--- config.mk ---
export PLATFORM = sky130hd
export DESIGN_NAME = vip_ycbcr444_rgb888
export DESIGN_NICKNAME = d
export VERILOG_FILES = /design/src/rtl/vip_ycbcr444_rgb888.sv
export SDC_FILE = /design/constraint.sdc
export NUM_CORES = 1
export LEC_CHECK = 0
export CAP_MARGIN = 0
export CORE_UTILIZATION = 49
export CTS_BUF_LIST = sky130_fd_sc_hd__clkbuf_8
export DETAILED_ROUTE_END_ITERATION = 8
export GPL_TIMING_DRIVEN = 1
export PLACE_DENSITY = 0.67
export SLEW_MARGIN = 40
export SYNTH_ARGS = -nofsm -noshare
export SYNTH_HDL_FRONTEND = slang
export SYNTH_SLANG_ARGS = --single-unit
--- constraint.sdc ---
create_clock -name clk -period 6.77 [get_ports clk]
set_input_delay 1.354 -clock clk [delete_from_list [all_inputs] [get_ports clk]]
set_output_delay 1.354 -clock clk [all_outputs]
set_load 0.01 [all_outputs]
--- src/rtl/vip_ycbcr444_rgb888.sv ---
// vip_ycbcr444_rgb888: full-range BT.601 YCbCr444 -> RGB888, 3-stage pipeline,
// one pixel per clk, with vsync/href/clken delayed to stay aligned to the data.
// Optional build macro VIP_YCBCR_SAT_CNT_EN adds a per-frame count of clamped pixels.
`timescale 1ns/1ps

module vip_ycbcr444_rgb888 #(
    parameter int unsigned SAT_CNT_W = 16
) (
    input  logic                 clk,
    input  logic                 rst_n,
    input  logic                 per_frame_vsync,
    input  logic                 per_frame_href,
    input  logic                 per_frame_clken,
    input  logic [7:0]           per_img_Y,
    input  logic [7:0]           per_img_Cb,
    input  logic [7:0]           per_img_Cr,
    output logic                 post_frame_vsync,
    output logic                 post_frame_href,
    output logic                 post_frame_clken,
    output logic [7:0]           post_img_red,
    output logic [7:0]           post_img_green,
    output logic [7:0]           post_img_blue
`ifdef VIP_YCBCR_SAT_CNT_EN
    ,
    output logic [SAT_CNT_W-1:0] sat_count
`endif
);

    localparam int unsigned PIX_W  = 8;
    localparam int unsigned PROD_W = 20;
    localparam int unsigned DLY    = 3;

    // Chroma with the 128 offset removed
    logic signed [8:0]        cbd_c;
    logic signed [8:0]        crd_c;

    // Stage 1: scaled luma and chroma products
    logic signed [PROD_W-1:0] y256_q;
    logic signed [PROD_W-1:0] r_cr_q;
    logic signed [PROD_W-1:0] g_cb_q;
    logic signed [PROD_W-1:0] g_cr_q;
    logic signed [PROD_W-1:0] b_cb_q;

    // Stage 2: rounded x256 channel sums
    logic signed [PROD_W-1:0] r_sum_q;
    logic signed [PROD_W-1:0] g_sum_q;
    logic signed [PROD_W-1:0] b_sum_q;

    // Sync delay lines; bit DLY-1 is the output
    logic [DLY-1:0]           vsync_d;
    logic [DLY-1:0]           href_d;
    logic [DLY-1:0]           clken_d;

    assign cbd_c = $signed({1'b0, per_img_Cb}) - 9'sd128;
    assign crd_c = $signed({1'b0, per_img_Cr}) - 9'sd128;

    assign post_frame_vsync = vsync_d[DLY-1];
    assign post_frame_href  = href_d[DLY-1];
    assign post_frame_clken = clken_d[DLY-1];

    // Drop the x256 scaling (floor) and clamp to 0..255
    function automatic logic [PIX_W-1:0] clamp8(input logic signed [PROD_W-1:0] v);
        logic signed [PROD_W-1:0] sh;
        sh = v >>> 8;
        if (sh[PROD_W-1])
            clamp8 = '0;
        else if (sh > PROD_W'(255))
            clamp8 = '1;
        else
            clamp8 = sh[PIX_W-1:0];
    endfunction

    // Stage 1: multiply chroma differences by the fixed x256 coefficients
    always_ff @(posedge clk) begin
        if (!rst_n) begin
            y256_q <= '0;
            r_cr_q <= '0;
            g_cb_q <= '0;
            g_cr_q <= '0;
            b_cb_q <= '0;
        end else begin
            y256_q <= $signed({4'd0, per_img_Y, 8'd0});
            r_cr_q <= PROD_W'(crd_c) * 20'sd359;
            g_cb_q <= PROD_W'(cbd_c) * 20'sd88;
            g_cr_q <= PROD_W'(crd_c) * 20'sd183;
            b_cb_q <= PROD_W'(cbd_c) * 20'sd454;
        end
    end

    // Stage 2: channel sums with +128 for round-to-nearest
    always_ff @(posedge clk) begin
        if (!rst_n) begin
            r_sum_q <= '0;
            g_sum_q <= '0;
            b_sum_q <= '0;
        end else begin
            r_sum_q <= y256_q + r_cr_q + 20'sd128;
            g_sum_q <= y256_q - g_cb_q - g_cr_q + 20'sd128;
            b_sum_q <= y256_q + b_cb_q + 20'sd128;
        end
    end

    // Stage 3: scale down, clamp, and blank outside href (href_d[1] lands in the output with this data)
    always_ff @(posedge clk) begin
        if (!rst_n) begin
            post_img_red   <= '0;
            post_img_green <= '0;
            post_img_blue  <= '0;
        end else if (href_d[DLY-2]) begin
            post_img_red   <= clamp8(r_sum_q);
            post_img_green <= clamp8(g_sum_q);
            post_img_blue  <= clamp8(b_sum_q);
        end else begin
            post_img_red   <= '0;
            post_img_green <= '0;
            post_img_blue  <= '0;
        end
    end

    // Sync shift registers matching the 3-stage data latency
    always_ff @(posedge clk) begin
        if (!rst_n) begin
            vsync_d <= '0;
            href_d  <= '0;
            clken_d <= '0;
        end else begin
            vsync_d <= {vsync_d[DLY-2:0], per_frame_vsync};
            href_d  <= {href_d[DLY-2:0],  per_frame_href};
            clken_d <= {clken_d[DLY-2:0], per_frame_clken};
        end
    end

`ifdef VIP_YCBCR_SAT_CNT_EN
    // True when the pre-clamp value falls outside 0..255
    function automatic logic clamped(input logic signed [PROD_W-1:0] v);
        logic signed [PROD_W-1:0] sh;
        sh = v >>> 8;
        clamped = sh[PROD_W-1] | (sh > PROD_W'(255));
    endfunction

    logic                 sat_flag_q;
    logic                 vsync_prev_q;
    logic [SAT_CNT_W-1:0] sat_cnt_q;
    logic                 sat_inc_c;
    logic                 vsync_rise_c;

    assign sat_inc_c    = sat_flag_q & clken_d[DLY-1] & href_d[DLY-1];
    assign vsync_rise_c = vsync_d[DLY-1] & ~vsync_prev_q;

    // Clamp flag travels with the stage-3 pixel it belongs to
    always_ff @(posedge clk) begin
        if (!rst_n)
            sat_flag_q <= 1'b0;
        else
            sat_flag_q <= clamped(r_sum_q) | clamped(g_sum_q) | clamped(b_sum_q);
    end

    // Per-frame saturating count, published and restarted on delayed vsync rise
    always_ff @(posedge clk) begin
        if (!rst_n) begin
            vsync_prev_q <= 1'b0;
            sat_cnt_q    <= '0;
            sat_count    <= '0;
        end else begin
            vsync_prev_q <= vsync_d[DLY-1];
            if (vsync_rise_c) begin
                sat_count <= sat_cnt_q;
                sat_cnt_q <= sat_inc_c ? SAT_CNT_W'(1) : '0;
            end else if (sat_inc_c && (sat_cnt_q != '1)) begin
                sat_cnt_q <= sat_cnt_q + SAT_CNT_W'(1);
            end
        end
    end
`endif

endmodule

# --- After elaboration in Yosys (flattened, before gate mapping) ---
# Cells that the tools add are included.
totals:
  reg_bits: 193
  inputBits: 29
  output_inout_bits: 27
  wordCells: 41
classes:
  addsub: 9
  multipliers: 4
  magnitude_cmp: 3
  muxes: 3
  bitwise: 2
  n_reduce_logical: 3
ops:
  columns: ["operator", "count"]
  rows:
  - ["20-bit by 9-bit adder with 20-bit output (second input constant)", 3]
  - ["20-bit adder", 2]
  - ["20-bit subtractor", 2]
  - ["12-bit by 9-bit greater-than comparator with 1-bit output (second input constant)", 3]
  - ["9-bit by 9-bit multiplier with 18-bit output (second input constant)", 2]
  - ["8-bit 2-to-1 mux", 3]
  - ["9-bit by 10-bit multiplier with 19-bit output (second input constant)", 1]
  - ["8-bit by 8-bit subtractor with 9-bit output (second input constant)", 2]
  - ["9-bit by 5-bit multiplier with 14-bit output (second input constant)", 1]
  - ["3-bit OR reduction", 3]
  - ["1-bit NOT", 2]

# --- Logic depth before layout (Yosys ltp) ---
# Gate-level depths: netlist of the first run.
logic_depth:
  word_depth: 3
  ltp_mapped: 18
  depth_no_buf: 17

# --- Worst setup path after synthesis of the first run ---
# OpenSTA, ideal clock, no wires.
synth_timing:
  kind: "input-to-reg"
  startpoint: "input per_img_Cr[7]"
  endpoint: "register r_cr_q[14]"
  setup_ns: 0.116
  arrival_time_ns: 5.828
  required_time_ns: 6.654
  setup_slack_ns: 0.825
  cell_stages: 18
  path_buffers: 1
  path_cell_list: "clkbuf_1 inv_1 ha_1 inv_1 ha_1 fa_1 fa_1 inv_1 fa_1 inv_1 ha_1 nand2_1 nor3_1 or4_1 a21o_1 a21o_1 a211o_1 and4_1"
synth_between:
  elab_chain_cells: 2
synth_lines:
  columns: ["element", "line", "source"]
  rows:
  - ["from (decl)", "16", "input logic [7:0] per_img_Cr,"]
  - ["8-bit by 8-bit subtractor with 9-bit output", "55", "assign crd_c = $signed({1'b0, per_img_Cr}) - 9'sd128;"]
  - ["9-bit by 10-bit multiplier with 19-bit output", "83", "r_cr_q <= PROD_W'(crd_c) * 20'sd359;"]
  - ["to (signal assigned)", "83", null]
  - ["to (decl)", "39", "logic signed [PROD_W-1:0] r_cr_q;"]
# Every way passes these cells.
# A chain may end at the register's enable or synchronous reset.

# --- Worst setup path after layout of the first run ---
layout_timing:
  startpoint: "input per_img_Cr[0]"
  endpoint: "register r_cr_q[14]"
# The elaborated chain is that of the path after synthesis.

==> results of run 1 <==
==> per-layer routing <==
layer / track usage / up-vias
met1: 0.263 / 3182
li1: - / 3680
met2: 0.304 / 110
met3: 0.0284 / 18
met4: 0.0526 / 0
met5: 0 / -
==> critical path, stage by stage <==
cell and delay, ns:
clkdlybuf4s50_1 0.53, buf_4 0.22, ha_1 0.31, ha_1 0.31, fa_1 0.48, fa_1 0.54
inv_1 0.05, fa_1 0.50, inv_1 0.04, ha_1 0.33, nand2_1 0.08, nor3_1 0.07
or4_1 0.51, a21o_1 0.20, a21o_1 0.20, a211o_1 0.30, and4_1 0.20
==> registers in the layout (all words and copies together), names as in the netlist, 12 cells and up <==
register / count
g_cr_q: 16
g_cb_q: 14
r_cr_q: 14
b_cb_q: 12
b_sum_q: 12
g_sum_q: 12
r_sum_q: 12
==> power by group through the flow <==
| stage | Clock (uW) | Combinational [uW] | Sequential, uW |
|---|---|---|---|
| finish | 662 | 2150 | 1020 |
| global route | 726 | 2460 | 1040 |
| CTS | 682 | 2150 | 1030 |
| detailed placement | 0 | 2130 | 1040 |
| global placement | 0 | 2110 | 1040 |
| floorplan | 0 | 1690 | 1030 |
==> stage by stage <==
stage               instances  utilization  setup slack (ns)
floorplan                1076            -             0.825
global placement         1392        0.547             0.479
detailed placement       1392        0.547             0.459
CTS                      1424        0.567             0.892
global route             1424        0.567             0.654
finish                   1424        0.567             0.860
==> path summary, 6_finish.rpt <==
check	from	to	slack (ns)	cells after the start
hold reg to reg	vsync_d[1]$_SDFF_PN0_	vsync_d[2]$_SDFF_PN0_	0.44	1
hold / removal	vsync_d[1]$_SDFF_PN0_	vsync_d[2]$_SDFF_PN0_	0.44	1
setup / recovery	per_img_Cr[0]	r_cr_q[14]$_SDFF_PN0_	0.86	17
setup reg to reg	y256_q[8]$_SDFF_PN0_	g_sum_q[18]$_SDFF_PN0_	3.69	9
==> synth_stat cells (24+ instances only) <==
| library cell | count |
|---|---|
| and2_1 | 69 |
| ha_1 | 179 |
| o21a_1 | 37 |
| xnor2_1 | 39 |
| a21oi_1 | 43 |
| nand2_1 | 35 |
| a21o_1 | 24 |
| fa_1 | 71 |
| inv_1 | 185 |
| o21ai_0 | 38 |
| dfxtp_1 | 133 |
| nor2_1 | 30 |
==> area by class of cell <==
| class | count | area share |
|---|---|---|
| sequential | 133 | 0.231 |
| timing repair buffer | 65 | 0.0538 |
| clock buffer | 17 | 0.0203 |
| clock inverter | 15 | 0.0145 |
| tap | 270 | 0.0293 |
| multi-input combinational | 739 | 0.591 |
| inverter | 185 | 0.0602 |
==> logic make-up (layout without fill, tap and decap cells) <==
group,after synthesis,after routing,share of synthesized area
fa+ha+maj,250,250,0.357
simple gates,229,229,0.126
buf+inv,204,282,0.0747
compound gates,193,193,0.124
flops,133,133,0.260
xor+xnor,58,58,0.0495
mux,9,9,0.00891
==> qor.csv, run 1 <==
metric,value,unit
run status,"complete, no violations",
synthesis-stage register bit count,133,
Critical Path End Type,register,
minimum clock period,5.91,ns
vias in the first global route,6858,
fraction of layout cells with a size suffix above 1,0.0442,
Tot Pwr,3830,uW
Final Cycle Share,0.873,
CP Max Fanout,6,
Hold Slack,0.439,ns
Synth Flop Type,dfxtp_1,
Internal Power,2300,uW
worst hold-check path type,register to register,
maximum VDD drop,0.184,mV
Synth Net Count,1355,
P_sw,1540,uW
DRC,0,
Post-Syn Area,0.0103,mm^2
initial core utilization,0.503,
DR vias/cell,4.91,
largest net degree at the start of global routing,64,
CTS H-Tree Depth,4,
PD cells,332,mW/mm^2
highest clock rate,0.169,GHz
Iter 0 DRT Violations,315,
clock network fraction of design power,0.173,
Yosys warning total,0,
FP Rows,52,
Post-synth ARST share,0,
Core ar.,0.0204,mm^2
Final Skew,0.0114,ns
post-route ant nets,0,
"commonest non-fill, non-tap cell in the layout",inv_1,
IO Count,56,
fin area,0.0115,mm^2
Post-synth EDFFs,0,
arrival time at the worst endpoint,6.22,ns
met2 wire len,8420,um
die height,147,um
Worst EP required,7.08,ns
Fillers,1844,
IO buf count,55,
die area,0.0215,mm^2
Leakage,0.00570,uW
number of buffers added for setup after CTS,0,
sequential power share,0.267,
critical path launch point type,input port,
Root Driver,clkbuf_8,
Pins Over Slew Limit,0,
GRT Residual Overflow,0,
via count,6990,
Comb power frac,0.560,
switching share of power,0.401,
Die W,147,um
FF/Latch Area,0.00266,mm^2
"Seq/Total Area, Yosys",0.260,
leading area contributor after synthesis,dfxtp_1,
Final setup viols,0,
actual slew at the worst max-slew pin,0.717,ns
CTS Buf Count,17,
Crit Path Class,input port to register,
Total Routing Usage GR,0.189,
CTS Hold Bufs,0,
mean routed wirelength per cell,13.2,um
synth unique cells,54,
first-pass GRT wire length,32600,um
Inserted Diodes,0,
clock tree buffer depth,2,
Slew headroom,0.522,
RSZ-0062 raised after global routing,false,
Top Metal Used,met4,
"Reg clk slew, reported paths",0.08,ns
Fin. Hold Viols,0,
area of the multi-input gates,0.00682,mm^2
dpl cell area,0.0111,mm^2
Clock Sinks,133,
"commonest cells after routing, fill and taps aside","inv_1 (186), ha_1 (179), dfxtp_1 (133)",
clock latency on the worst-skew pair,0.42,ns
cts repair resizes,0,
Max Cap Viol,0,
final setup TNS,0,ns
area share of the largest cell type after synthesis,0.260,
routed wire length,18900,um
initial antenna violation count,0,
Layout area overhead,12.6,%
drt pass-1 iters,5,
routed wl met3,689,um
Met1 Wirelength,9500,um
CTS tree,yes,
Post-Syn Instances,1076,
nets@finish,1420,
Area contributors post-synth,"dfxtp_1 (26%), ha_1 (22%), fa_1 (14%)",
routability cong.,0.896,
dpl hpwl,15600,um
syn_area_per_cell,9.53,um^2
(Power assumes the default switching activity.)
==> run 2, diff against run 1 <==
==> constraint.sdc (replaced) <==
create_clock -name clk -period 7.2 [get_ports clk]
set_input_delay 1.44 -clock clk [delete_from_list [all_inputs] [get_ports clk]]
set_output_delay 1.44 -clock clk [all_outputs]
set_load 0.01 [all_outputs]
==> qor.csv, run 2 (synthesis gave the netlist of run 1 again) <==
metric,value,unit,change
Layout area overhead,12.6,%,about the same
"commonest non-fill, non-tap cell in the layout",inv_1,,
IO buf count,55,,unchanged
crit-path cells,clkdlybuf4s50_1 > ha_1 > inv_1 > fa_1 > fa_1 > inv_1 > fa_1 > ha_1 > ha_1 > a21o_1 > a21o_1 > or4_1 > a21o_1 > a21o_1 > a211o_1 > and4_1,,
CP max stage delay,0.81,ns,+0.27 ns
Pins Over Slew Limit,0,,unchanged
family with the most delay on the worst path,adder cells,,
DRC,0,,unchanged
Die W,147,um,unchanged
CTS H-Tree Depth,4,,unchanged
dpl cell area,0.0111,mm^2,about the same
mean routed wirelength per cell,13.2,um,-0.33%
Fillers,1885,,+2.2%
nets@finish,1419,,-0.070%
CTS tree,yes,,
Fin. Hold Viols,0,,unchanged
die height,147,um,unchanged
dpl hpwl,15500,um,-0.68%
fraction of layout cells with a size suffix above 1,0.0442,,about the same
initial core utilization,0.503,,unchanged
run status,"complete, no violations",,
Final setup viols,0,,unchanged
CP bufs+invs,3,,-1
crit path max-delay cell type,clkdlybuf4s50_1,,
Critical Path End Type,register,,
minimum clock period,6.13,ns,
actual slew at the worst max-slew pin,0.616,ns,-0.101 ns
Final Skew,0.0131,ns,+0.00173 ns
Inserted Diodes,0,,unchanged
arrival time at the worst endpoint,6.45,ns,+0.23 ns
vias in the first global route,6796,,-0.90%
"Top cell by count, worst path",a21o_1,,
PD cells,313,mW/mm^2,-5.9%
post-route ant nets,0,,unchanged
Worst EP required,7.52,ns,+0.44 ns
"Reg clk slew, reported paths",0.08,ns,about the same
Leakage,0.00571,uW,+0.13%
routability cong.,0.876,,-2.3%
routed wire length,18800,um,-0.40%
area of the multi-input gates,0.00682,mm^2,unchanged
first-pass GRT wire length,32500,um,-0.34%
via count,6987,,-0.043%
GRT Residual Overflow,0,,unchanged
Crit Path Class,input port to register,,
Final Cycle Share,0.851,,
largest registers,"g_cr_q (16), g_cb_q (14), r_cr_q (14)",,
CTS Hold Bufs,0,,unchanged
RSZ-0062 raised after global routing,false,,
clock tree buffer depth,2,,unchanged
"commonest cells after routing, fill and taps aside","inv_1 (185), ha_1 (179), dfxtp_1 (133)",,
Core ar.,0.0204,mm^2,unchanged
Total Routing Usage GR,0.189,,about the same
Max Cap Viol,0,,unchanged
Clock Sinks,133,,unchanged
highest clock rate,0.163,GHz,
CP Max Fanout,10,,+4
drt pass-1 iters,5,,unchanged
FP Rows,52,,unchanged
DR vias/cell,4.91,,about the same
FF/Latch Area,0.00266,mm^2,unchanged
Slew headroom,0.585,,+0.0633
fin area,0.0115,mm^2,about the same
clock latency on the worst-skew pair,0.44,ns,+0.02 ns
IO Count,56,,unchanged
number of buffers added for setup after CTS,0,,unchanged
CTS Buf Count,17,,unchanged
cts repair resizes,0,,unchanged
critical path launch point type,input port,,
maximum VDD drop,0.171,mV,-7.0%
Root Driver,clkbuf_8,,
largest reg by FF count,g_cr_q,,
die area,0.0215,mm^2,unchanged
max FFs per register,16,,unchanged
final setup TNS,0,ns,unchanged
Tot Pwr,3610,uW,-5.8%
largest net degree at the start of global routing,69,,+7.8%
initial antenna violation count,0,,unchanged
worst hold-check path type,register to register,,
Iter 0 DRT Violations,251,,-20%
==> run 2: cell types whose count changed in the layout (fill, tap and decap cells not counted), sizes merged <==
cell,previous run,this run
inv,194,192
clkinv,1,5
clkinvlp,3,1
buf,11,10
==> run 2: area by class of cell <==
type,count,area share
Clock buffer,17,0.0203
Sequential cell,133,0.231
Inverter,185,0.0601
Clock inverter,15,0.0147
Multi-Input combinational cell,739,0.591
Tap cell,270,0.0293
Timing Repair Buffer,64,0.0542
==> run 2: metal layers <==
layer | track usage | share of wire | vias to the layer above | wire [um]
met2 | 0.295 | 0.43 | 82 | 8130
met3 | 0.0313 | 0.030 | 17 | 568
met1 | 0.268 | 0.52 | 3198 | 9820
met4 | 0.0557 | 0.014 | 0 | 269
li1 | - | - | 3690 | -
met5 | 0 | 0 | - | 0
==> run 2: per-stage QoR <==
step           instances  setup WS [ns]  hold WS [ns]  utilization
3_5_place_dp        1391          0.634         0.421        0.547
4_1_cts             1423           1.09         0.439        0.567
3_3_place_gp        1390          0.702         0.415        0.546
5_1_grt             1423          0.839         0.453        0.567
6_report            1423           1.07         0.432        0.567
2_1_floorplan       1076           1.17         0.412            -
==> run 2: worst paths after layout <==
| path | cells past startpoint | startpoint | end | slack, ns |
|---|---|---|---|---|
| worst min register to register | 1 | vsync_d[1]$_SDFF_PN0_ | vsync_d[2]$_SDFF_PN0_ | 0.43 |
| worst max register to register | 9 | y256_q[8]$_SDFF_PN0_ | g_sum_q[18]$_SDFF_PN0_ | 4.06 |
| worst max-delay path | 16 | per_img_Cr[5] | r_cr_q[14]$_SDFF_PN0_ | 1.07 |
| worst min-delay path | 1 | vsync_d[1]$_SDFF_PN0_ | vsync_d[2]$_SDFF_PN0_ | 0.43 |
==> run 2: worst reg2reg max path, stage by stage (launching register included) <==
cell      delay (ns)
dfxtp_1         0.53
fa_1            0.49
ha_1            0.37
o21a_1          0.14
o21ai_0         0.21
a21oi_1         0.37
o21bai_1        0.17
o32ai_1         0.45
mux2i_1         0.23
nand3_1         0.08
==> run 2: where the power goes <==
group | total (uW) | switching [uW] | internal (uW)
combinational | 2020 | 1080 | 939
sequential | 964 | 55.8 | 908
clock | 625 | 307 | 317
==> edit (flow settings as in run 1) <==
`DLY`: 3 -> 6.
--- a/src/rtl/vip_ycbcr444_rgb888.sv
+++ b/src/rtl/vip_ycbcr444_rgb888.sv
@@ -28,7 +28,7 @@
 
     localparam int unsigned PIX_W  = 8;
     localparam int unsigned PROD_W = 20;
-    localparam int unsigned DLY    = 3;
+    localparam int unsigned DLY    = 6;
 
     // Chroma with the 128 offset removed
     logic signed [8:0]        cbd_c;
Behaviour: not the same (a bounded check fails within 4 cycles, from zero or initial values and one cycle with rst_n low).
==> edit against run 1 <==
  * Design area rose by 1.4%
  * Highest routed layer unchanged
  * Critical endpoint is now r_cr_q[18]
  * Die area rose by 1.5%
  * Clock skew rose by 0.00087 ns
  * Register-to-register slack improved by 0.10 ns
  * Power rose by 0.74%
  * First-iteration DRC count fell by 17%
  * Fmax rose by 0.91%
  * Synthesized area rose by 1.5%
  * Combinational power fell by 3%
  * Count of clock-buffer cells in the layout did not move
  * Critical path type unchanged
  * Setup slack improved by 0.053 ns
  * Non-clock buffer count rose by 1
  * Sequential cell count rose by 9
  * Routed wire length rose by 3.3%
==> edit: results (changes against run 1) <==
* Status: complete, no violations
* Largest net degree at the start of global routing at 69 (+7.8%)
* Wire length of the first global-routing pass at 33.40 mm (+2.4%)
* Hpwl dp at 15.73 mm (+0.83%)
* Drt first pass iters at 4 (-1)
* Area after DPL at 11290 sq um (+1.4%)
* Leak at 5.659 nW (-0.69%)
* Worst VDD drop at 0.2226 mV (+21%)
* Syn Area/Cell at 9.398 sq um (-1.4%)
* Non-filler cells, final at 1454 (+2.1%)
* DR vias/cell at 4.978 (+1.4%)
* DR iter-0 viols at 263 (-17%)
* Met1 Use GR at 25.73% (-0.55 points)
* Met3 usage at 2.716% (-0.13 points)
* GR Layer Usage met2 at 32.38% (+2.0 points)
* CP max FO at 7 (+1)
* Placed insts at 1422 (+2.2%)
* Layout Skew at 0.01225 ns (+0.0008738 ns)
* Syn nets at 1386 (+2.3%)
* Post-place setup slack at 0.4491 ns (-0.009597 ns)
* Layout cells sized above 1 at 4.899% (+0.48 points)
* Clock latency on the worst-skew pair at 0.44 ns (+0.02 ns)
* Data arrival, critical path at 6.19 ns (-0.03 ns)
* Synth cell types at 52 (-3.7%)
* Gpl congestion at 0.8584 (-4.2%)
* Post-synth top cells: inv_1 (196), ha_1 (179), dfxtp_1 (142), nor2_1 (82), fa_1 (71)
* Fillers at 1854 (+0.54%)
* Sequential share of the synthesized area at 27.32% (+1.4 points)
* Per-cell routed wire length at 13.40 um (+1.2%)
* Slew HR at 49.28% (-2.9 points)
* Fin. Hold Viols at 0 (unchanged)
* Top post-synthesis cells by area: dfxtp_1 (27%), ha_1 (22%), fa_1 (14%)
* Tot GR Track Use at 19.30% (+0.40 points)
* Cell Pwr Density at 330.1 nW/um^2 (-0.64%)
* Vias in the first global route at 7122 (+3.8%)
-- edit: changes by cell type in the layout (fill, tap and decap cells not counted), sizes merged, moves of 8 or more --
cell,delta
inv,+10
and2,-29
dfxtp,+9
a21o,-9
and3b,-8
nor2,+52
-- edit: report_power, final --
part	switching [mW]	leakage (nW)	internal (mW)
Sequential	0.0618	1.17	1.02
Combinational	1.18	4.28	0.919
Clock	0.374	0.210	0.313
-- edit: per-layer routing --
metal	share of wire, %	wire length (um)	vias up
met5	0	0	-
met4	1.6	303	0
met3	3.1	607	24
met2	45	8824	124
met1	50	9747	3329
li1	-	-	3761
-- edit: path summary, 6_finish.rpt --
check                                   start               to  slack [ns]  depth (start not counted)
worst min register to register     r_sum_q[9]  post_img_red[1]        0.44                          1
worst max-delay path            per_img_Cr[6]       r_cr_q[18]        0.91                         16
worst min-delay path               r_sum_q[9]  post_img_red[1]        0.44                          1
worst max register to register      y256_q[8]      g_sum_q[17]        3.79                          9
-- edit: cell families (layout without fill, tap and decap cells) --
kind of cell	Yosys count	count (layout)	share of synthesized area (%)
xor+xnor	60	60	5.051
mux	12	12	1.167
fa+ha+maj	250	250	35.19
flops	142	142	27.32
buf+inv	217	294	7.829
simple gates	243	243	11.70
compound gates	183	183	11.74
-- edit: cell type report --
| type | instances | share of cell area, % |
|---|---|---|
| multi-input cells | 748 | 57.66 |
| flip-flops and latches | 142 | 24.29 |
| inverters | 196 | 6.287 |
| repair buffers | 66 | 5.368 |
| well taps | 270 | 2.887 |
| clock buffers | 17 | 2.000 |
| clock inverters | 15 | 1.508 |
-- edit: worst max-delay path: stages --
cell             delay (ns)
clkdlybuf4s50_1        0.66
inv_1                  0.24
ha_1                   0.40
inv_1                  0.12
ha_1                   0.22
fa_1                   0.49
fa_1                   0.54
inv_1                  0.05
fa_1                   0.50
inv_1                  0.04
ha_1                   0.26
inv_1                  0.08
o31ai_2                0.30
nand4_1                0.20
and4_1                 0.23
or4_1                  0.50
